**config.mk**
```make
export PLATFORM = sky130hd
export DESIGN_NAME = alu_mp_seq_flat
export DESIGN_NICKNAME = d
export VERILOG_FILES = /design/src/rtl/alu_mp_seq_pkg.sv /design/src/rtl/alu_mp_seq_if.sv /design/src/rtl/alu_mp_seq_alu.sv /design/src/rtl/alu_mp_seq.sv /design/src/flat_wrapper.sv
export SDC_FILE = /design/constraint.sdc
export NUM_CORES = 1
export LEC_CHECK = 0
export CORE_MARGIN = 3
export CORE_UTILIZATION = 50
export DETAILED_ROUTE_END_ITERATION = 8
export HOLD_SLACK_MARGIN = 0.1
export PLACE_DENSITY = 0.87
export SETUP_SLACK_MARGIN = 0.02
export SYNTH_ARGS = -nofsm -noshare
export SYNTH_HDL_FRONTEND = slang
export SYNTH_HIERARCHICAL = 1
export SYNTH_SLANG_ARGS = --single-unit
```
**constraint.sdc**
```tcl
create_clock -name clk -period 5.9 [get_ports clk]
set_input_delay 0.59 -clock clk [delete_from_list [all_inputs] [get_ports clk]]
set_output_delay 0.59 -clock clk [all_outputs]
set_load 0.1 [all_outputs]
```
**src/rtl/alu_mp_seq_pkg.sv**
```systemverilog
// rtl/alu_mp_seq_pkg.sv - shared constants and types for the multi-precision add/sub sequencer
package alu_mp_seq_pkg;

  localparam int SLICE_W = 16;

  // ALU_CC control lines as {sbb, sub, adc}; all low selects plain ADD
  localparam logic [2:0] OP_ADD = 3'b000;
  localparam logic [2:0] OP_ADC = 3'b001;
  localparam logic [2:0] OP_SUB = 3'b010;
  localparam logic [2:0] OP_SBB = 3'b100;

  typedef enum logic [1:0] {
    S_IDLE = 2'd0,
    S_RUN  = 2'd1,
    S_DONE = 2'd2
  } state_t;

  // Only the first slice may be a plain ADD/SUB; every later slice chains the carry
  function automatic logic [2:0] slice_op(input logic first, input logic use_cin,
                                          input logic sub);
    if (first && !use_cin) return sub ? OP_SUB : OP_ADD;
    return sub ? OP_SBB : OP_ADC;
  endfunction

endpackage

```
**src/rtl/alu_mp_seq_if.sv**
```systemverilog
// rtl/alu_mp_seq_if.sv - request/response bundle between control unit and the sequencer
interface alu_mp_seq_if #(
  parameter int WORDS = 4
);
  logic                  in_valid;
  logic                  in_ready;
  logic                  op_sub;
  logic                  use_cin;
  logic [16*WORDS-1:0]   a;
  logic [16*WORDS-1:0]   b;
  logic                  out_valid;
  logic                  out_ready;
  logic [16*WORDS-1:0]   y;
  logic                  cc_n;
  logic                  cc_z;
  logic                  cc_c;
  logic                  cc_v;

  modport master (
    output in_valid, op_sub, use_cin, a, b, out_ready,
    input  in_ready, out_valid, y, cc_n, cc_z, cc_c, cc_v
  );

  modport slave (
    input  in_valid, op_sub, use_cin, a, b, out_ready,
    output in_ready, out_valid, y, cc_n, cc_z, cc_c, cc_v
  );
endinterface

```
**src/rtl/alu_mp_seq_alu.sv**
```systemverilog
// rtl/alu_mp_seq_alu.sv - 16-bit ALU_CC slice: add/sub with carry chaining and NZCV
module alu_mp_seq_alu
  import alu_mp_seq_pkg::*;
(
  input  logic [SLICE_W-1:0] a,
  input  logic [SLICE_W-1:0] b,
  input  logic [2:0]         ctrl,
  input  logic               pre_c,
  output logic [SLICE_W-1:0] y,
  output logic               n,
  output logic               z,
  output logic               c,
  output logic               v
);
  logic               is_adc;
  logic               is_sub;
  logic               is_sbb;
  logic [SLICE_W-1:0] b_eff;
  logic               cin;
  logic [SLICE_W:0]   sum;

  assign is_adc = (ctrl == OP_ADC);
  assign is_sub = (ctrl == OP_SUB);
  assign is_sbb = (ctrl == OP_SBB);

  // Subtract is A + ~B + cin, so C=1 means no borrow
  assign b_eff = (is_sub || is_sbb) ? ~b : b;
  assign cin   = is_sub ? 1'b1 : ((is_adc || is_sbb) ? pre_c : 1'b0);
  assign sum   = {1'b0, a} + {1'b0, b_eff} + {{SLICE_W{1'b0}}, cin};

  assign y = sum[SLICE_W-1:0];
  assign n = sum[SLICE_W-1];
  assign z = (sum[SLICE_W-1:0] == '0);
  assign c = sum[SLICE_W];
  assign v = (a[SLICE_W-1] == b_eff[SLICE_W-1]) && (sum[SLICE_W-1] != a[SLICE_W-1]);

endmodule

```
**src/rtl/alu_mp_seq.sv**
```systemverilog
// rtl/alu_mp_seq.sv - sequences a WORDS*16-bit add/sub through one shared ALU_CC, LS slice first
module alu_mp_seq
  import alu_mp_seq_pkg::*;
#(
  parameter int WORDS = 4
) (
  input logic          clk,
  input logic          rst,
  alu_mp_seq_if.slave  bus
);
  localparam int W     = SLICE_W * WORDS;
  localparam int CNT_W = (WORDS > 1) ? $clog2(WORDS) : 1;
  localparam logic [CNT_W-1:0] LAST = CNT_W'(WORDS - 1);

  state_t           state;
  logic [CNT_W-1:0] cnt;
  logic [W-1:0]     a_r;
  logic [W-1:0]     b_r;
  logic [W-1:0]     y_r;
  logic [W-1:0]     y_next;
  logic             op_sub_r;
  logic             use_cin_r;
  logic             carry_r;
  logic             z_acc;
  logic             in_ready_r;
  logic             out_valid_r;
  logic             cc_n_r, cc_z_r, cc_c_r, cc_v_r;

  logic               first;
  logic [2:0]         alu_ctrl;
  logic               alu_pre_c;
  logic [SLICE_W-1:0] alu_y;
  logic               alu_n, alu_z, alu_c, alu_v;

  assign first     = (cnt == '0);
  assign alu_ctrl  = slice_op(first, use_cin_r, op_sub_r);
  assign alu_pre_c = first ? cc_c_r : carry_r;

  alu_mp_seq_alu u_alu (
    .a     (a_r[SLICE_W-1:0]),
    .b     (b_r[SLICE_W-1:0]),
    .ctrl  (alu_ctrl),
    .pre_c (alu_pre_c),
    .y     (alu_y),
    .n     (alu_n),
    .z     (alu_z),
    .c     (alu_c),
    .v     (alu_v)
  );

  // Result fills from the top down so after WORDS slices slice 0 sits at the bottom
  generate
    if (WORDS == 1) begin : g_y_one
      assign y_next = alu_y;
    end else begin : g_y_many
      assign y_next = {alu_y, y_r[W-1:SLICE_W]};
    end
  endgenerate

  always_ff @(posedge clk) begin
    if (rst) begin
      state       <= S_IDLE;
      cnt         <= '0;
      a_r         <= '0;
      b_r         <= '0;
      y_r         <= '0;
      op_sub_r    <= 1'b0;
      use_cin_r   <= 1'b0;
      carry_r     <= 1'b0;
      z_acc       <= 1'b1;
      in_ready_r  <= 1'b1;
      out_valid_r <= 1'b0;
      cc_n_r      <= 1'b0;
      cc_z_r      <= 1'b0;
      cc_c_r      <= 1'b0;
      cc_v_r      <= 1'b0;
    end else begin
      case (state)
        S_IDLE: begin
          if (bus.in_valid) begin
            a_r        <= bus.a;
            b_r        <= bus.b;
            op_sub_r   <= bus.op_sub;
            use_cin_r  <= bus.use_cin;
            cnt        <= '0;
            z_acc      <= 1'b1;
            in_ready_r <= 1'b0;
            state      <= S_RUN;
          end
        end
        S_RUN: begin
          a_r     <= a_r >> SLICE_W;
          b_r     <= b_r >> SLICE_W;
          y_r     <= y_next;
          carry_r <= alu_c;
          z_acc   <= z_acc & alu_z;
          cnt     <= cnt + 1'b1;
          if (cnt == LAST) begin
            cc_n_r      <= alu_n;
            cc_z_r      <= z_acc & alu_z;
            cc_c_r      <= alu_c;
            cc_v_r      <= alu_v;
            out_valid_r <= 1'b1;
            state       <= S_DONE;
          end
        end
        S_DONE: begin
          if (bus.out_ready) begin
            out_valid_r <= 1'b0;
            in_ready_r  <= 1'b1;
            state       <= S_IDLE;
          end
        end
        default: begin
          out_valid_r <= 1'b0;
          in_ready_r  <= 1'b1;
          state       <= S_IDLE;
        end
      endcase
    end
  end

  assign bus.in_ready  = in_ready_r;
  assign bus.out_valid = out_valid_r;
  assign bus.y         = y_r;
  assign bus.cc_n      = cc_n_r;
  assign bus.cc_z      = cc_z_r;
  assign bus.cc_c      = cc_c_r;
  assign bus.cc_v      = cc_v_r;

endmodule

```
**src/flat_wrapper.sv**
```systemverilog
// flat-port wrapper written by rule: the top's interface ports become plain ports
module alu_mp_seq_flat import alu_mp_seq_pkg::*;
#(
  parameter int WORDS = 4
)
  (clk, rst, bus_in_valid, bus_op_sub, bus_use_cin, bus_a, bus_b, bus_out_ready, bus_in_ready, bus_out_valid, bus_y, bus_cc_n, bus_cc_z, bus_cc_c, bus_cc_v);
  alu_mp_seq_if #(.WORDS(WORDS)) bus_i ();
  input logic clk;
  input logic rst;
  input wire logic [$bits(bus_i.in_valid)-1:0] bus_in_valid;
  input wire logic [$bits(bus_i.op_sub)-1:0] bus_op_sub;
  input wire logic [$bits(bus_i.use_cin)-1:0] bus_use_cin;
  input wire logic [$bits(bus_i.a)-1:0] bus_a;
  input wire logic [$bits(bus_i.b)-1:0] bus_b;
  input wire logic [$bits(bus_i.out_ready)-1:0] bus_out_ready;
  output wire logic [$bits(bus_i.in_ready)-1:0] bus_in_ready;
  output wire logic [$bits(bus_i.out_valid)-1:0] bus_out_valid;
  output wire logic [$bits(bus_i.y)-1:0] bus_y;
  output wire logic [$bits(bus_i.cc_n)-1:0] bus_cc_n;
  output wire logic [$bits(bus_i.cc_z)-1:0] bus_cc_z;
  output wire logic [$bits(bus_i.cc_c)-1:0] bus_cc_c;
  output wire logic [$bits(bus_i.cc_v)-1:0] bus_cc_v;
  assign bus_i.in_valid = bus_in_valid;
  assign bus_i.op_sub = bus_op_sub;
  assign bus_i.use_cin = bus_use_cin;
  assign bus_i.a = bus_a;
  assign bus_i.b = bus_b;
  assign bus_i.out_ready = bus_out_ready;
  assign bus_in_ready = bus_i.in_ready;
  assign bus_out_valid = bus_i.out_valid;
  assign bus_y = bus_i.y;
  assign bus_cc_n = bus_i.cc_n;
  assign bus_cc_z = bus_i.cc_z;
  assign bus_cc_c = bus_i.cc_c;
  assign bus_cc_v = bus_i.cc_v;
  alu_mp_seq #(.WORDS(WORDS)) u_core (.clk(clk), .rst(rst), .bus(bus_i));
endmodule
```
=== Word-level counts from Yosys, hierarchy flattened ===
Cells that the tools add are included.

* Input port bits: 134
* Bits in registers: 206
* Logic and storage cells: 75

* Eq/ne operators: 11
* Mux-type cells: 27
* Reductions and logical operators: 15
* Bitwise gates (word level): 4
* $add $sub $neg: 3

{| class="wikitable"
|+ Operators by type and width
! operator !! count
|-
| case mux 64 bit (2 select lines) || 2
|-
| 2-to-1 mux 64 bit || 2
|-
| adder 16 x 16 -> 17 bit || 1
|-
| adder 17 x 1 -> 17 bit || 1
|-
| zero test 16 bit || 1
|-
| 2-to-1 mux 16 bit || 1
|-
| inverter 16 bit || 1
|-
| 2-to-1 mux 2 bit || 5
|-
| 2-to-1 mux 1 bit || 9
|-
| 2-to-1 mux 3 bit || 3
|-
| AND reduction 3 bit || 3
|-
| case mux 1 bit (3 select lines) || 2
|-
| case mux 2 bit (3 select lines) || 1
|-
| AND reduction 2 bit || 3
|-
| == test 2 bit, second input constant || 2
|-
| zero test 2 bit || 2
|-
| != test 2 bit, second input constant || 2
|-
| case mux 2 bit (2 select lines) || 1
|-
| == test 3 x 1 -> 1 bit, second input constant || 1
|-
| == test 3 x 2 -> 1 bit, second input constant || 1
|-
| == test 3 bit, second input constant || 1
|-
| adder 2 x 1 -> 2 bit, second input constant || 1
|-
| == test 2 x 1 -> 1 bit, second input constant || 1
|-
| logical AND 1 bit || 2
|-
| other kinds (9) || 11
|}

=== Longest topological paths before layout ===
Gate-level depths: netlist (run 1).

* Word-level depth: 12
* Depth in mapped cells: 19
* Depth with buffers taken out: 19

=== Hierarchy ===
Netlist (run 1), hierarchy kept.

{| class="wikitable"
|+ Modules (own cells, without submodules)
! module !! cells each !! times used !! area each (sq um)
|-
| alu_mp_seq || 744 || 1 || 7699.9
|-
| alu_mp_seq_alu || 140 || 1 || 1028.5
|}

=== Least setup slack after synthesis (run 1) ===
No wires, ideal clock.

* Kind: reg-to-reg
* Start point: register u_core.cnt[0]
* End point: register u_core.cc_z_r (netlist: u_core/bus.cc_z)
* Stages on the path, launching flop included: 20
* Period minus slack after synthesis: 4966 ps
* Path slack: 934 ps
* Arrival time: 4895 ps
* Data required time: 5830 ps
* Library setup time: 70 ps
* Path through: dfxtp_1 > inv_1 > ha_1 > nor2b_1 > nor2b_1 > xnor2_1 > nor2_1 > clkbuf_1 > xnor2_1 > fa_1 > fa_1 > nor2b_1 > o31a_1 > a21oi_1 > a2111oi_0 > or4b_1 > or4_1 > nor4b_2 > nand4_1 > a21oi_1

* Longest elaborated chain between the ends: 11
* Elaborated cells on any way between the ends: 19

{| class="wikitable"
|+ Ends and longest elaborated chain
! element !! line !! text
|-
| start: declaration || alu_mp_seq.sv:16 || <nowiki>logic [CNT_W-1:0] cnt;</nowiki>
|-
| start signal: assignment || alu_mp_seq.sv:97 || <nowiki>cnt <= cnt + 1'b1;</nowiki>
|-
| zero test 2 bit * || alu_mp_seq.sv:35 || <nowiki>assign first = (cnt == '0);</nowiki>
|-
| logical AND 1 bit * || alu_mp_seq_pkg.sv:21 || <nowiki>if (first && !use_cin) return sub ? OP_SUB : OP_ADD;</nowiki>
|-
| 2-to-1 mux 1 bit * || alu_mp_seq_pkg.sv:21 ||
|-
| 2-to-1 mux 3 bit * || alu_mp_seq_pkg.sv:22 || <nowiki>return sub ? OP_SBB : OP_ADC;</nowiki>
|-
| via u_core.alu_ctrl[2] || alu_mp_seq.sv:30 || <nowiki>logic [2:0] alu_ctrl;</nowiki>
|-
| == test 3 x 2 -> 1 bit (tied with other cells) || alu_mp_seq_alu.sv:23 || <nowiki>assign is_sub = (ctrl == OP_SUB);</nowiki>
|-
| logical OR 1 bit, on equally long branches || alu_mp_seq_alu.sv:27, alu_mp_seq_alu.sv:28 ||
|-
| 2-to-1 mux 16 bit or 2-to-1 mux 1 bit (tied branches) || alu_mp_seq_alu.sv:27, alu_mp_seq_alu.sv:28 ||
|-
| adder 16 x 16 -> 17 bit or 2-to-1 mux 1 bit (tied branches) || alu_mp_seq_alu.sv:29, alu_mp_seq_alu.sv:28 ||
|-
| adder 17 x 1 -> 17 bit * || alu_mp_seq_alu.sv:29 || <nowiki>assign sum = {1'b0, a} + {1'b0, b_eff} + {{SLICE_W{1'b0}}, cin};</nowiki>
|-
| via u_core.alu_y[4] || alu_mp_seq.sv:32 || <nowiki>logic [SLICE_W-1:0] alu_y;</nowiki>
|-
| zero test 16 bit * || alu_mp_seq_alu.sv:33 || <nowiki>assign z = (sum[SLICE_W-1:0] == '0);</nowiki>
|-
| via u_core.alu_z || alu_mp_seq.sv:33 || <nowiki>logic alu_n, alu_z, alu_c, alu_v;</nowiki>
|-
| AND 1 bit * || alu_mp_seq.sv:100 || <nowiki>cc_z_r <= z_acc & alu_z;</nowiki>
|-
| end signal: assignment || alu_mp_seq.sv:100 ||
|-
| end: declaration || alu_mp_seq.sv:27 || <nowiki>logic cc_n_r, cc_z_r, cc_c_r, cc_v_r;</nowiki>
|}

The timed path passes the listed nets; every way through them passes the cells marked *.
A chain may end at the register's enable or synchronous reset.

=== Worst setup path after layout (run 1) ===
* Start point: register u_core.cnt[1]
* End point: register u_core.cc_z_r (netlist: u_core/bus.cc_z)

The elaborated chain is that of the path after synthesis.

==> run metrics, run 1 <==
die width 138.1 um; vias in the first global route ~7000; num ports roughly 200; DRT Wirelength 22410 um; Slowest-stage cell, CP or4_1; run status completed; Vias just over 7000; Die Y ~140 um; total track usage 22.19%; register bit total from synthesis just over 200; period utilization between 80% and 90%; DRC viols 0; max_cap viols 0; final hold viol count 0; CP arrival roughly 5.5 ns; multiplexer share of the synthesized area 11.38%; most common cell after layout, fill and taps aside dfxtp_1; Post-Synthesis Cell Area slightly below 9000 um2; CTS root buf clkbuf_16; DR pass1 iterations 5; FFs w/ async S/R, synth 0%; setup violators final 0; HP Class flop to flop; ANT cells 0; Worst EP required 6.32 ns; port bufs 203; Ys Warns 6; maximum clock rate just under 200 MHz; power per cell area about 300 nW/um2; via/cell ratio 5.602; share of cells above drive strength 1 under 10%; post-synthesis cell count slightly below 900; CTS sink cnt approximately 200; peak supply drop slightly below 0.0002 V; Design Power 0.003456 W; post-synthesis compound-gate area fraction 20.79%; post-cts resize count 0; Initial Util roughly half; unrepaired setup endpoints after global routing false; Avg Synthesized Cell Area a little under 10 um2; # rows between 40 and 50; XOR/XNOR Fraction of Synth Area 2.810%; Area Growth Syn to Fin 31.12%; Max stage delay on crit path around 0.5 ns; clk buf depth 3; total grt overflow 0; CP Cell Sequence inv_1 > ha_1 > nor2b_1 > nor2b_1 > xnor2_1 > nor2_1 > buf_4 > xnor2_1 > fa_1 > fa_1 > nor2b_1 > o31a_1 > a21oi_1 > a2111oi_0 > or4b_1 > or4_1 > nor4b_2 > nand4_1 > a21oi_1; WP buf/inv 2; Distinct cells, synth 55; setup bufs post-CTS 0; nets@finish ~1200; largest net degree at the start of global routing between 100 and 150; CP most frequent cell nor2b_1; wire length per cell around 17 um; Synth Flop Type dfxtp_1; global placement routability congestion between 0.9 and 1; DP HPWL 15370 um; die area around 19000 um2; worst clock skew roughly 0.014 ns; CTS Buf Count 22; CTS tree done; initial antenna violation count 0; Hold Slack about 0.45 ns; crit path max fanout 16; cell area after layout 11440 um2; CP endpoint kind flop; CP delay by family, top simple AND/OR/NAND/NOR gates; antenna viol nets, final 0; Detailed Route Iter0 Violations between 500 and 600; Post-Synth Simple-Gate Area around a tenth; fin. max-slew vios 0; TNS Setup 0 ns; CP Launch Type flop; hold_buf cts 0; core area 16820 um2; Crit Path Category flop to flop; Slew @ Worst Pin 1.012 ns; fin crit period about 5 ns; Seq/Total Area, Yosys 47.25%; Worst slew margin 32.33%; Cell Area, Placed approximately 11000 um2; Post-Synth Adder-Cell Area just under 3%; syn_nets roughly 1000; worst-skew pair later-pin latency roughly 0.5 ns; first-pass GRT wire length 36080 um; Post-synth EDFFs 0; clock-pin slew on the worst setup and hold paths roughly 0.06 ns; largest family of logic cells by synthesized area compound AO/OA/AOI/OAI gates; htree depth 1; most frequent cells in the layout dfxtp_1 (205), clkdlybuf4s50_1 (202), nand2_1 (143), mux2i_1 (97), o2bb2ai_1 (96); Lkg Pwr approximately 4.2 nW
## per-layer routing
layer / wire length [um] / vias up / GRT usage, %
met5: 0 / - / 0
met4: 642 / 0 / 6.760
met3: 1625 / 45 / 5.732
met2: 10590 / 274 / 37.18
met1: 9550 / 3367 / 28.27
li1: - / 3518 / -
## registers in the layout, indices dropped and copies added, names as in the netlist
| name | cells |
|---|---|
| u_core/b_r | 64 |
| u_core/bus.out_valid | 1 |
| u_core/use_cin_r | 1 |
| u_core/bus.cc_n | 1 |
| u_core/cnt | 2 |
| u_core/bus.cc_v | 1 |
| u_core/op_sub_r | 1 |
| u_core/bus.cc_z | 1 |
| u_core/bus.y | 64 |
| u_core/bus.in_ready | 1 |
| u_core/z_acc | 1 |
| u_core/carry_r | 1 |
| u_core/a_r | 64 |
| u_core/state | 2 |
| u_core/bus.cc_c | 1 |
## cell families after synthesis
family / Yosys count
AOI/OAI and AO/OA: 249
DFF: 206
buffers and inverters: 82
and+or+nand+nor: 201
adders and majority gates: 19
xor gates and xnor gates: 28
muxes: 99
## worst register-to-register path, cell delays in order (launching register included)
cell and delay [ns]:
dfxtp_1 0.36, inv_1 0.06, ha_1 0.19, nor2b_1 0.16, nor2b_1 0.27, xnor2_1 0.10, nor2_1 0.13, buf_4 0.30
xnor2_1 0.13, fa_1 0.42, fa_1 0.44, nor2b_1 0.16, o31a_1 0.22, a21oi_1 0.08, a2111oi_0 0.37, or4b_1 0.48
or4_1 0.50, nor4b_2 0.30, nand4_1 0.14, a21oi_1 0.20
## final timing paths
kind                         from              end  slack, ns  depth (start not counted)
setup / recovery    u_core/cnt[1]  u_core/bus.cc_z       0.84                         19
hold / removal    u_core/bus.cc_n  u_core/bus.cc_n       0.45                          2
setup reg to reg    u_core/cnt[1]  u_core/bus.cc_z       0.84                         19
hold reg to reg   u_core/bus.cc_n  u_core/bus.cc_n       0.45                          2
## power breakdown
part / total [W] / internal [W] / switching [W]
combinational: 0.000642 / 0.000271 / 0.000371
sequential: 0.00155 / 0.00148 / 0.0000719
clock: 0.00127 / 0.000749 / 0.000518
## through the flow
step,util [%],worst slack (ns),instances
after floorplan,-,0.9341,884
after global placement,64.11,1.248,1249
after detailed placement,64.11,0.9881,1249
after CTS,68.05,0.8828,1286
after global routing,68.05,0.4848,1286
final,68.05,0.8393,1286
## area by class of cell
type / count / area [um2]
Fill cell: 1306 / 5374
Multi-Input combinational cell: 596 / 4220
Sequential cell: 206 / 4128
Timing Repair Buffer: 211 / 2100
Clock buffer: 34 / 646.9
Tap cell: 220 / 275.3
Inverter: 16 / 60.06
Clock inverter: 3 / 15.01
## cell usage after synthesis, drive strengths merged, types with 3 or more instances
| cell type | instances | share of area, % |
|---|---|---|
| dfxtp | 206 | 47 |
| nand2 | 143 | 6.1 |
| mux2i | 97 | 11 |
| o2bb2ai | 96 | 9.6 |
| a21oi | 81 | 4.6 |
| buf | 56 | 3.6 |
| a22o | 33 | 3.3 |
| nor2 | 21 | 1.1 |
| xor2 | 19 | 1.9 |
| ha | 17 | 2.4 |
| inv | 16 | 0.69 |
| o21ai | 13 | 0.83 |
| clkbuf | 10 | 0.43 |
| xnor2 | 9 | 0.90 |
| nand3 | 6 | 0.34 |
| nor2b | 5 | 0.36 |
| and2 | 4 | 0.29 |
| nand4 | 4 | 0.29 |
| nor3 | 4 | 0.29 |
| o211ai | 4 | 0.34 |
| nand2b | 3 | 0.30 |
(Power assumes the default switching activity.)
==> run 2: changes to the inputs <==
--- a/config.mk
+++ b/config.mk
@@ -7,6 +7,7 @@
 export LEC_CHECK = 0
 export CORE_MARGIN = 3
 export CORE_UTILIZATION = 50
+export CTS_CLUSTER_DIAMETER = 80
 export DETAILED_ROUTE_END_ITERATION = 8
 export HOLD_SLACK_MARGIN = 0.1
 export PLACE_DENSITY = 0.87
==> results of run 2 <==
Final layout, timing and power as in run 1 (identical DEF).
==> run 3: changes to the inputs <==
--- a/config.mk
+++ b/config.mk
@@ -5,12 +5,13 @@
 export SDC_FILE = /design/constraint.sdc
 export NUM_CORES = 1
 export LEC_CHECK = 0
+export ABC_AREA = 1
 export CORE_MARGIN = 3
-export CORE_UTILIZATION = 50
+export CORE_UTILIZATION = 53
 export CTS_CLUSTER_DIAMETER = 80
 export DETAILED_ROUTE_END_ITERATION = 8
 export HOLD_SLACK_MARGIN = 0.1
-export PLACE_DENSITY = 0.87
+export PLACE_DENSITY = 0.88
 export SETUP_SLACK_MARGIN = 0.02
 export SYNTH_ARGS = -nofsm -noshare
 export SYNTH_HDL_FRONTEND = slang
==> run 3 against run 2 <==
Register-to-register slack better by 1.1 ns. Sequential power up 3%. Sequential share of layout area down 5.0 points. Total power up 24%. Critical path type unchanged. Critical endpoint is now u_core/z_acc.
==> run metrics, run 3 <==
largest family of logic cells by synthesized area simple AND/OR/NAND/NOR gates (was compound AO/OA/AOI/OAI gates); worst clock skew 0.008572 ns (was 0.01414 ns); Slew @ Worst Pin 1.120 ns (was 1.012 ns); Reg2Reg Depth 25 (was 19); most frequent cells in the layout nand2_1 (520), nor2_1 (356), dfxtp_1 (205), clkdlybuf4s50_1 (203), inv_1 (165) (was dfxtp_1 (205), clkdlybuf4s50_1 (202), nand2_1 (143), mux2i_1 (97), o2bb2ai_1 (96)); Area Growth Syn to Fin 26.82% (was 31.12%); Post-Synth Adder-Cell Area 2.412% (was 2.896%); CTS root buf clkbuf_16 (unchanged); wire length per cell 13.57 um (was 17.42 um); max_cap viols 0 (unchanged); via/cell ratio 4.994 (was 5.602); Worst EP required 6.26 ns (was 6.32 ns); antenna viol nets, final 0 (unchanged); peak supply drop 0.0002064 V (was 0.0001941 V); htree depth 1 (unchanged); die width 146.6 um (was 138.1 um); Post-synth EDFFs 0 (unchanged); TNS Setup 0 ns (unchanged); Synth Flop Type dfxtp_1 (unchanged); dpl cells 2062 (was 1249); switching pwr 0.001463 W (was 0.0009610 W); Final Non-Filler Cells 2103 (was 1286); Distinct cells, synth 30 (was 55); top cells by count, synth nand2_1 (521), nor2_1 (358), dfxtp_1 (206), inv_1 (165), nand3_1 (147) (was dfxtp_1 (206), nand2_1 (143), mux2i_1 (97), o2bb2ai_1 (96), a21oi_1 (81)); Ys Warns 6 (unchanged); XOR/XNOR Fraction of Synth Area 1.421% (was 2.810%); fillers 1597 (was 1306); Seq/Total Area, Yosys 39.36% (was 47.25%); worst-skew pair later-pin latency 0.51 ns (was 0.50 ns); Clk pwr share 34.5% (was 36.6%); setup bufs post-CTS 0 (unchanged); DRT Wirelength 28530 um (was 22410 um); Synth area leader dfxtp_1 (unchanged); core area 19080 um2 (was 16820 um2); Reg power frac 37.2% (was 44.8%); num ports 204 (unchanged); post-synthesis compound-gate area fraction 6.388% (was 20.79%); CP Launch Type flop (unchanged); Post-Synthesis Cell Area 10480 um2 (was 8728 um2); Hold Crit Start u_core/bus.out_valid (was u_core/bus.cc_n); initial antenna violation count 0 (unchanged); total grt overflow 0 (unchanged); post-cts resize count 0 (unchanged); power per cell area 321.4 nW/um2 (was 302.0 nW/um2); most common cell in the netlist nand2_1 (was dfxtp_1); clk buf depth 3 (unchanged); Synth area leaders dfxtp_1 (39%), nand2_1 (19%), nor2_1 (13%) (was dfxtp_1 (47%), mux2i_1 (11%), o2bb2ai_1 (9.6%)); CTS sink cnt 206 (unchanged); Worst slew margin 25.32% (was 32.33%); fin util 69.65% (was 68.05%); internal power 0.002808 W (was 0.002495 W); Crit Path Category flop to flop (unchanged); period utilization 66.90% (was 85.77%); # rows 50 (was 47); post-synthesis cell count 1689 (was 884); largest net degree at the start of global routing 101 (was 131); total track usage 25.41% (was 22.19%); r2r startpoint u_core/cnt[0] (was u_core/cnt[1]); Detailed Route Iter0 Violations 844 (was 546); maximum clock rate 253.3 MHz (was 197.6 MHz); share of cells above drive strength 1 4.178% (was 5.066%); CTS tree done (unchanged); FFs w/ async S/R, synth 0% (unchanged); Die Y 146.6 um (was 138.1 um); Avg Synthesized Cell Area 6.204 um2 (was 9.874 um2); Reg area 4128 um2 (unchanged); area of the multi-input gates 5288 um2 (was 4220 um2); run status completed (unchanged); Max stage delay on crit path 0.45 ns (was 0.50 ns); Slowest-stage cell, CP fa_1 (was or4_1); switching share of power 34.26% (was 27.80%); hold_buf cts 0 (unchanged); CP endpoint kind flop (unchanged); clock-pin slew on the worst setup and hold paths 0.06 ns (about the same); Yosys top cell area share 39.36% (was 47.25%); DR pass1 iterations 5 (unchanged); Comb power frac 28.3% (was 18.6%); Hold EP u_core/bus.out_valid (was u_core/bus.cc_n); unrepaired setup endpoints after global routing false (unchanged); fin. max-slew vios 0 (unchanged); HP Class flop to flop (unchanged); register bit total from synthesis 206 (unchanged); CTS Buf Count 23 (was 22); Post-Synth Simple-Gate Area 39.96% (was 10.21%); ANT cells 0 (unchanged); R2R Setup Slk 1.95 ns (was 0.84 ns); multiplexer share of the synthesized area 0% (was 11.38%); setup violators final 0 (unchanged); R2R Path End u_core/z_acc (was u_core/bus.cc_z); CP arrival 4.31 ns (was 5.48 ns); global placement routability congestion 0.8798 (was 0.9027); Vias 10502 (was 7204); port bufs 203 (unchanged); final hold viol count 0 (unchanged); syn_nets 1842 (was 1037); nets@finish 1980 (was 1206); first-pass GRT wire length 46270 um (was 36080 um); Lkg Pwr 6.291 nW (was 4.205 nW); Initial Util 54.92% (was 51.90%); Hold Path Stages 2 (unchanged); vias in the first global route 9653 (was 6993); DRC viols 0 (unchanged); DP HPWL 19160 um (was 15370 um); fin crit period 3.947 ns (was 5.061 ns); most common cell after layout, fill and taps aside nand2_1 (was dfxtp_1); crit path max fanout 16 (unchanged); die area 21490 um2 (was 19080 um2)
run 3: kinds of logic (layout without fill, tap and decap cells):
kind of cell	Yosys count	count (layout)
adder cells (fa/ha/maj)	19	19
XOR/XNOR	17	17
flip-flops	206	206
AND/OR/NAND/NOR	1050	1050
buffers and inverters	270	424
AO/OA/AOI/OAI	127	127
run 3: how the worst max path moves through the flow:
stage                         start      endpoint  slack [ns]  cells after the start
floorplan           u_core/bus.cc_c  u_core/z_acc        2.49                     23
global placement      u_core/cnt[0]  u_core/z_acc        2.20                     25
detailed placement    u_core/cnt[0]  u_core/z_acc        1.99                     25
CTS                   u_core/cnt[0]  u_core/z_acc        1.98                     25
global route          u_core/cnt[0]  u_core/z_acc        1.49                     25
finish                u_core/cnt[0]  u_core/z_acc        1.95                     25
run 3: metrics by stage:
stage | setup slack [ns] | hold slack, ns | total power, W | instance area, um2
global route | 1.493 | 0.4802 | 0.004488 | 13290
detailed placement | 1.988 | 0.4407 | 0.002816 | 12500
global placement | 2.204 | 0.4374 | 0.002792 | 12500
floorplan | 2.486 | 0.4244 | 0.002500 | 10480
CTS | 1.982 | 0.4498 | 0.004292 | 13290
finish | 1.953 | 0.4459 | 0.004271 | 13290
run 3: layout make-up:
type	instances	area share, %
Clock buffer	34	5.244
Clock inverter	7	0.6967
Inverter	167	4.736
Multi-Input combinational cell	1213	39.79
Sequential cell	206	31.06
Tap cell	260	2.448
Timing Repair Buffer	216	16.02
run 3: power groups by stage:
stage	clock, W	combinational, W	sequential [W]
floorplan	0	0.000604	0.00190
detailed placement	0	0.00120	0.00162
global placement	0	0.00118	0.00162
finish	0.00147	0.00121	0.00159
global route	0.00156	0.00133	0.00160
CTS	0.00149	0.00121	0.00159
run 3: layer usage:
metal	part of all wire [%]	up-vias	global-route usage, %
met1	42	4655	32.46
met2	48	359	42.34
li1	-	5425	-
met4	3.8	0	10.21
met5	0	-	0
met3	6.6	63	4.873
run 3: worst max-delay path, delay by kind of cell, from the launching register on:
family / cells / cell delay [ns]
buffers and inverters: 4 / 0.47
AND/OR/NAND/NOR: 13 / 0.96
adder cells (fa/ha/maj): 3 / 1.13
AO/OA/AOI/OAI: 4 / 0.76
flip-flops: 1 / 0.35
XOR/XNOR: 1 / 0.13
==> RTL change 1, RTL diff (config.mk and constraints of run 1) <==
The 3 states of `state_t` get a one-hot encoding in 3 bits.
--- a/src/rtl/alu_mp_seq_pkg.sv
+++ b/src/rtl/alu_mp_seq_pkg.sv
@@ -9,10 +9,10 @@
   localparam logic [2:0] OP_SUB = 3'b010;
   localparam logic [2:0] OP_SBB = 3'b100;
 
-  typedef enum logic [1:0] {
-    S_IDLE = 2'd0,
-    S_RUN  = 2'd1,
-    S_DONE = 2'd2
+  typedef enum logic [2:0] {
+    S_IDLE = 3'b001,
+    S_RUN  = 3'b010,
+    S_DONE = 3'b100
   } state_t;
 
   // Only the first slice may be a plain ADD/SUB; every later slice chains the carry
Check against the original RTL: no difference found for any inputs over 4 cycles, from zero or initial values and one cycle with rst high; so few cycles prove little.
==> RTL change 1 against run 1 <==
- synthesized area up 3.2%
- global-route usage grew 1.5 points
- wire length grew 10%
- synthesized cell count is 22% higher
- count of clock-buffer cells in the layout decreased by 1
- largest power group unchanged
- sequential cell count increased by 1
- final cell count grew 13%
- cell area grew 2.1%
- setup slack gained 0.20 ns
- power rose by 0.18%
==> RTL change 1: results (changes against run 1) <==
{| class="wikitable"
! Metric !! Value
|-
| Result of the run || finished clean (unchanged)
|-
| Detailed-router iteration count before antenna repair || 8 (was 5)
|-
| Count of warnings emitted by yosys || 6 (unchanged)
|-
| Maxcap violations || 0 (unchanged)
|-
| Async set or reset register ratio after synthesis || 0 (unchanged)
|-
| Slowest-stage cell, CP || sky130_fd_sc_hd__or4_1 (unchanged)
|-
| Buffer cell driving the clock tree root || sky130_fd_sc_hd__clkbuf_16 (unchanged)
|-
| Hold wc startpoint || u_core/bus.y[52] (was u_core/bus.cc_n)
|-
| Leading cell types by count after synthesis || 207 x sky130_fd_sc_hd__dfxtp_1, 206 x sky130_fd_sc_hd__nand2_1, 137 x sky130_fd_sc_hd__a21oi_1 (was 206 x sky130_fd_sc_hd__dfxtp_1, 143 x sky130_fd_sc_hd__nand2_1, 97 x sky130_fd_sc_hd__mux2i_1)
|-
| Dominant cells by area after synthesis || sky130_fd_sc_hd__dfxtp_1 46%, sky130_fd_sc_hd__nand2_1 8.6%, sky130_fd_sc_hd__a21oi_1 7.6% (was sky130_fd_sc_hd__dfxtp_1 47%, sky130_fd_sc_hd__mux2i_1 11%, sky130_fd_sc_hd__o2bb2ai_1 9.6%)
|-
| Setup repair bufs after CTS || 0 (unchanged)
|-
| Total Nets Final || 1,371 (was 1,206)
|-
| Number of filler instances in the final layout || 1,376 (was 1,306)
|-
| Largest net degree at the start of global routing || 108 (was 131)
|-
| Filler-free cell count of the finished design || 1,457 (was 1,286)
|-
| Setup Skew || 0.02626 ns (was 0.01414 ns)
|-
| Worst vdd ir || 0.2395 mV (was 0.1941 mV)
|-
| Path type of the worst min-delay path || reg -> reg (unchanged)
|-
| Slew at the pin closest to its max-slew limit || 1.091 ns (was 1.012 ns)
|-
| Number of DRC markers after the initial detailed-route iteration || 754 (was 546)
|-
| Fraction of final layout cells with drive strength greater than 1 || 0.06006 (was 0.05066)
|-
| Critical path data arrival time || 5.29 ns (was 5.48 ns)
|-
| Number of vias in the routed layout || 8,393 (was 7,204)
|-
| Yosys cell types || 58 (was 55)
|-
| Sequential cell area fraction in the yosys report || 0.4601 (was 0.4725)
|-
| Vias in the first global route || 7,923 (was 6,993)
|-
| Mapped Avg Cell Area || 8.378 um^2 (was 9.874 um^2)
|-
| Combined global-route utilization of all metal layers || 0.2371 (was 0.2219)
|-
| Placement-stage worst setup slack || 1.064 ns (was 0.9881 ns)
|-
| Total half-perimeter wirelength after legalization and detailed placement || 16,440 um (was 15,370 um)
|-
| WL/cell || 16.92 um (was 17.42 um)
|-
| Startpoint of the lowest-slack register-to-register path || u_core/cnt[0] (was u_core/cnt[1])
|-
| Post_cts resized || 0 (unchanged)
|-
| Global-route wire length before repair || 39,410 um (was 36,080 um)
|-
| Number of nets produced by synthesis || 1,228 (was 1,037)
|-
| Nature of the critical path startpoint || flip-flop (unchanged)
|-
| Lkg Pwr || 4.145 nW (was 4.205 nW)
|-
| Worst-path maximum fanout || 16 (unchanged)
|-
| Weighted congestion reported at the end of routability-driven placement || 0.8398 (was 0.9027)
|}
==> RTL change 1: path summary, 6_finish.rpt <==
check	to	slack, ns
setup / recovery	u_core/bus.cc_z	1.04
hold / removal	u_core/bus.y[36]	0.45
hold reg to reg	u_core/bus.y[36]	0.45
setup reg to reg	u_core/bus.cc_z	1.04
==> RTL change 1: stage by stage <==
step,power [mW],util,instance area [um^2],hold WS [ns]
3_5_place_dp,2.102,0.6269,10960,0.4476
2_1_floorplan,1.926,-,9006,0.4338
3_3_place_gp,2.089,0.6269,10960,0.4415
5_1_grt,3.611,0.6687,11690,0.4718
6_report,3.463,0.6687,11690,0.4518
4_1_cts,3.480,0.6687,11690,0.4533
==> RTL change 1: kinds of logic after synthesis <==
group	count (synthesis)	share of synthesized area
compound gates	271	0.2096
xor+xnor	29	0.02820
fa+ha+maj	19	0.02806
buf+inv	110	0.05807
flops	207	0.4601
mux	5	0.005696
simple gates	434	0.2102
==> RTL change 1: where the power goes <==
group | internal, mW | total [mW] | leakage, nW | switching (mW)
registers | 1.48 | 1.54 | 1.69 | 0.0563
logic | 0.248 | 0.549 | 2.10 | 0.301
clock network | 0.838 | 1.38 | 0.353 | 0.539
==> RTL change 1: final cells by class <==
type	instances	area share
flip-flops and latches	207	0.3546
clock inverters	5	0.007601
repair buffers	213	0.1801
clock buffers	33	0.05492
inverters	16	0.005139
multi-input cells	758	0.3736
well taps	225	0.02409
==> RTL change 1: per-layer routing <==
layer  vias up  track usage  wire, um  share of wire
li1       4074            -         -              -
met1      3919       0.3016      9909           0.40
met2       365       0.4020     12020           0.49
met3        35      0.06350      2258          0.092
met4         0      0.05813       468          0.019
met5         -            0         0              0
==> RTL change 2, RTL diff (flow settings as in run 1) <==
Made on the original files. `WORDS` is set to 4 in 3 places; all go to 2.
--- a/src/rtl/alu_mp_seq_if.sv
+++ b/src/rtl/alu_mp_seq_if.sv
@@ -1,6 +1,6 @@
 // rtl/alu_mp_seq_if.sv - request/response bundle between control unit and the sequencer
 interface alu_mp_seq_if #(
-  parameter int WORDS = 4
+  parameter int WORDS = 2
 );
   logic                  in_valid;
   logic                  in_ready;
--- a/src/rtl/alu_mp_seq.sv
+++ b/src/rtl/alu_mp_seq.sv
@@ -2,7 +2,7 @@
 module alu_mp_seq
   import alu_mp_seq_pkg::*;
 #(
-  parameter int WORDS = 4
+  parameter int WORDS = 2
 ) (
   input logic          clk,
   input logic          rst,
--- a/src/flat_wrapper.sv
+++ b/src/flat_wrapper.sv
@@ -1,7 +1,7 @@
 // flat-port wrapper written by rule: the top's interface ports become plain ports
 module alu_mp_seq_flat import alu_mp_seq_pkg::*;
 #(
-  parameter int WORDS = 4
+  parameter int WORDS = 2
 )
   (clk, rst, bus_in_valid, bus_op_sub, bus_use_cin, bus_a, bus_b, bus_out_ready, bus_in_ready, bus_out_valid, bus_y, bus_cc_n, bus_cc_z, bus_cc_c, bus_cc_v);
   alu_mp_seq_if #(.WORDS(WORDS)) bus_i ();
Ports: changed (resized bus_a, bus_b and bus_y); port bits go from 204 to 108. No check against the original RTL was run, so the function may have changed too.
==> RTL change 2 against run 1 <==
- setup slack improved by 0.13 ns
- non-clock buffer count fell by 99
- synthesized cell count fell by 22%
- synthesized area fell by 37%
- power fell by 44%
- sequential cell count fell by 97
- via count fell by 31%
- cell area fell by 42%
- hold slack improved by 0.0068 ns
- wire length fell by 40%
- clock skew barely moved
- critical path type unchanged
- critical endpoint unchanged
- highest routed layer unchanged
==> RTL change 2: results (changes against run 1) <==
{| class="wikitable"
! Metric !! Value
|-
| Largest net degree at the start of global routing || 110 (was 131)
|-
| Instance count after placement with tap cells included || 887 (was 1,249)
|-
| Total Nets Final || 849 (was 1,206)
|-
| Dominant cells by area after synthesis || sky130_fd_sc_hd__dfxtp_1 40%, sky130_fd_sc_hd__a21oi_1 9.4%, sky130_fd_sc_hd__nand2_1 7.7% (was sky130_fd_sc_hd__dfxtp_1 47%, sky130_fd_sc_hd__mux2i_1 11%, sky130_fd_sc_hd__o2bb2ai_1 9.6%)
|-
| Longest Clk Path Bufs || 2 (was 3)
|-
| Vias in the first global route || 4,773 (was 6,993)
|-
| Wire length reported by the detailed router || 13,380 um (was 22,410 um)
|-
| Result of the run || finished clean (unchanged)
|-
| Detailed-route vias per instance || 5.541 (was 5.602)
|-
| Fraction of final layout cells with drive strength greater than 1 || 0.09424 (was 0.05066)
|-
| Number of filler instances in the final layout || 898 (was 1,306)
|-
| Leading cell types by count after synthesis || 112 x sky130_fd_sc_hd__nand2_1, 109 x sky130_fd_sc_hd__dfxtp_1, 103 x sky130_fd_sc_hd__a21oi_1 (was 206 x sky130_fd_sc_hd__dfxtp_1, 143 x sky130_fd_sc_hd__nand2_1, 97 x sky130_fd_sc_hd__mux2i_1)
|-
| Number of nets produced by synthesis || 776 (was 1,037)
|-
| Switching component of the power || 0.6983 mW (was 0.9610 mW)
|-
| Slew at the pin closest to its max-slew limit || 1.142 ns (was 1.012 ns)
|-
| Weighted congestion reported at the end of routability-driven placement || 0.8251 (was 0.9027)
|-
| Number of instances in the synthesized netlist || 689 (was 884)
|-
| Post-CTS clock slew at the launch and capture registers of the worst setup and hold paths || 0.09 ns (was 0.06 ns)
|-
| Sequential cell area fraction in the yosys report || 0.3978 (was 0.4725)
|-
| Worst vdd ir || 0.1475 mV (was 0.1941 mV)
|-
| Clock insertion delay at the later pin of the skew report || 0.36 ns (was 0.50 ns)
|-
| Quantity of I/O buffers inserted on ports || 107 (was 203)
|-
| Setup Skew || 0.01426 ns (was 0.01414 ns)
|-
| Cts bufs inserted || 9 (was 22)
|-
| Number of DRC markers after the initial detailed-route iteration || 317 (was 546)
|-
| Critical path data arrival time || 5.22 ns (was 5.48 ns)
|-
| Slowest-stage cell, CP || sky130_fd_sc_hd__dfxtp_1 (was sky130_fd_sc_hd__or4_1)
|-
| Placement-stage worst setup slack || 1.067 ns (was 0.9881 ns)
|-
| H-tree levels || 3 (was 1)
|-
| Yosys cell types || 56 (was 55)
|-
| Global-route wire length before repair || 22,640 um (was 36,080 um)
|-
| Max stage delay on crit path || 0.54 ns (was 0.50 ns)
|-
| Number of vias in the routed layout || 4,987 (was 7,204)
|-
| Buffer cell driving the clock tree root || sky130_fd_sc_hd__clkbuf_8 (was sky130_fd_sc_hd__clkbuf_16)
|}
==> RTL change 2: final timing paths <==
path | end | slack, ns | cells after the start | start
setup / recovery | u_core/bus.cc_z | 0.97 | 17 | u_core/cnt
hold / removal | u_core/bus.y[0] | 0.46 | 2 | u_core/bus.y[0]
setup reg to reg | u_core/bus.cc_z | 0.97 | 17 | u_core/cnt
hold reg to reg | u_core/bus.y[0] | 0.46 | 2 | u_core/bus.y[0]
==> RTL change 2: cell type report <==
type                            count  area [um^2]  area share
Multi-Input combinational cell    509         2957      0.4433
Inverter                           21        78.83     0.01182
Tap cell                          136        170.2     0.02551
Timing Repair Buffer              112         1106      0.1658
Clock inverter                      4        52.55    0.007878
Sequential cell                   109         2182      0.3271
Clock buffer                        9        123.9     0.01857
==> RTL change 2: routing by layer <==
| metal | wire (um) | track usage | part of all wire |
|---|---|---|---|
| met5 | 0 | 0 | 0 |
| met4 | 274 | 0.05911 | 0.020 |
| met3 | 605 | 0.04476 | 0.045 |
| met2 | 6532 | 0.3653 | 0.49 |
| met1 | 5971 | 0.2825 | 0.45 |
==> RTL change 2: logic make-up (layout without fill, tap and decap cells) <==
kind of cell / count (synthesis) / after routing / synth area share
adder cells (fa/ha/maj): 17 / 17 / 0.04151
buffers and inverters: 71 / 146 / 0.06501
AND/OR/NAND/NOR: 306 / 306 / 0.2783
flip-flops: 109 / 109 / 0.3978
multiplexers: 3 / 3 / 0.005930
AO/OA/AOI/OAI: 155 / 155 / 0.1667
XOR/XNOR: 28 / 28 / 0.04471
==> RTL change 2: power by group through the flow <==
stage                     Clock (mW)  Combinational [mW]  Sequential [mW]
after global routing           0.478               0.708            0.852
after floorplan                    0               0.369            0.977
after detailed placement           0               0.642            0.861
after CTS                      0.442               0.645            0.844
after global placement             0               0.631            0.858
final                          0.432               0.646            0.845
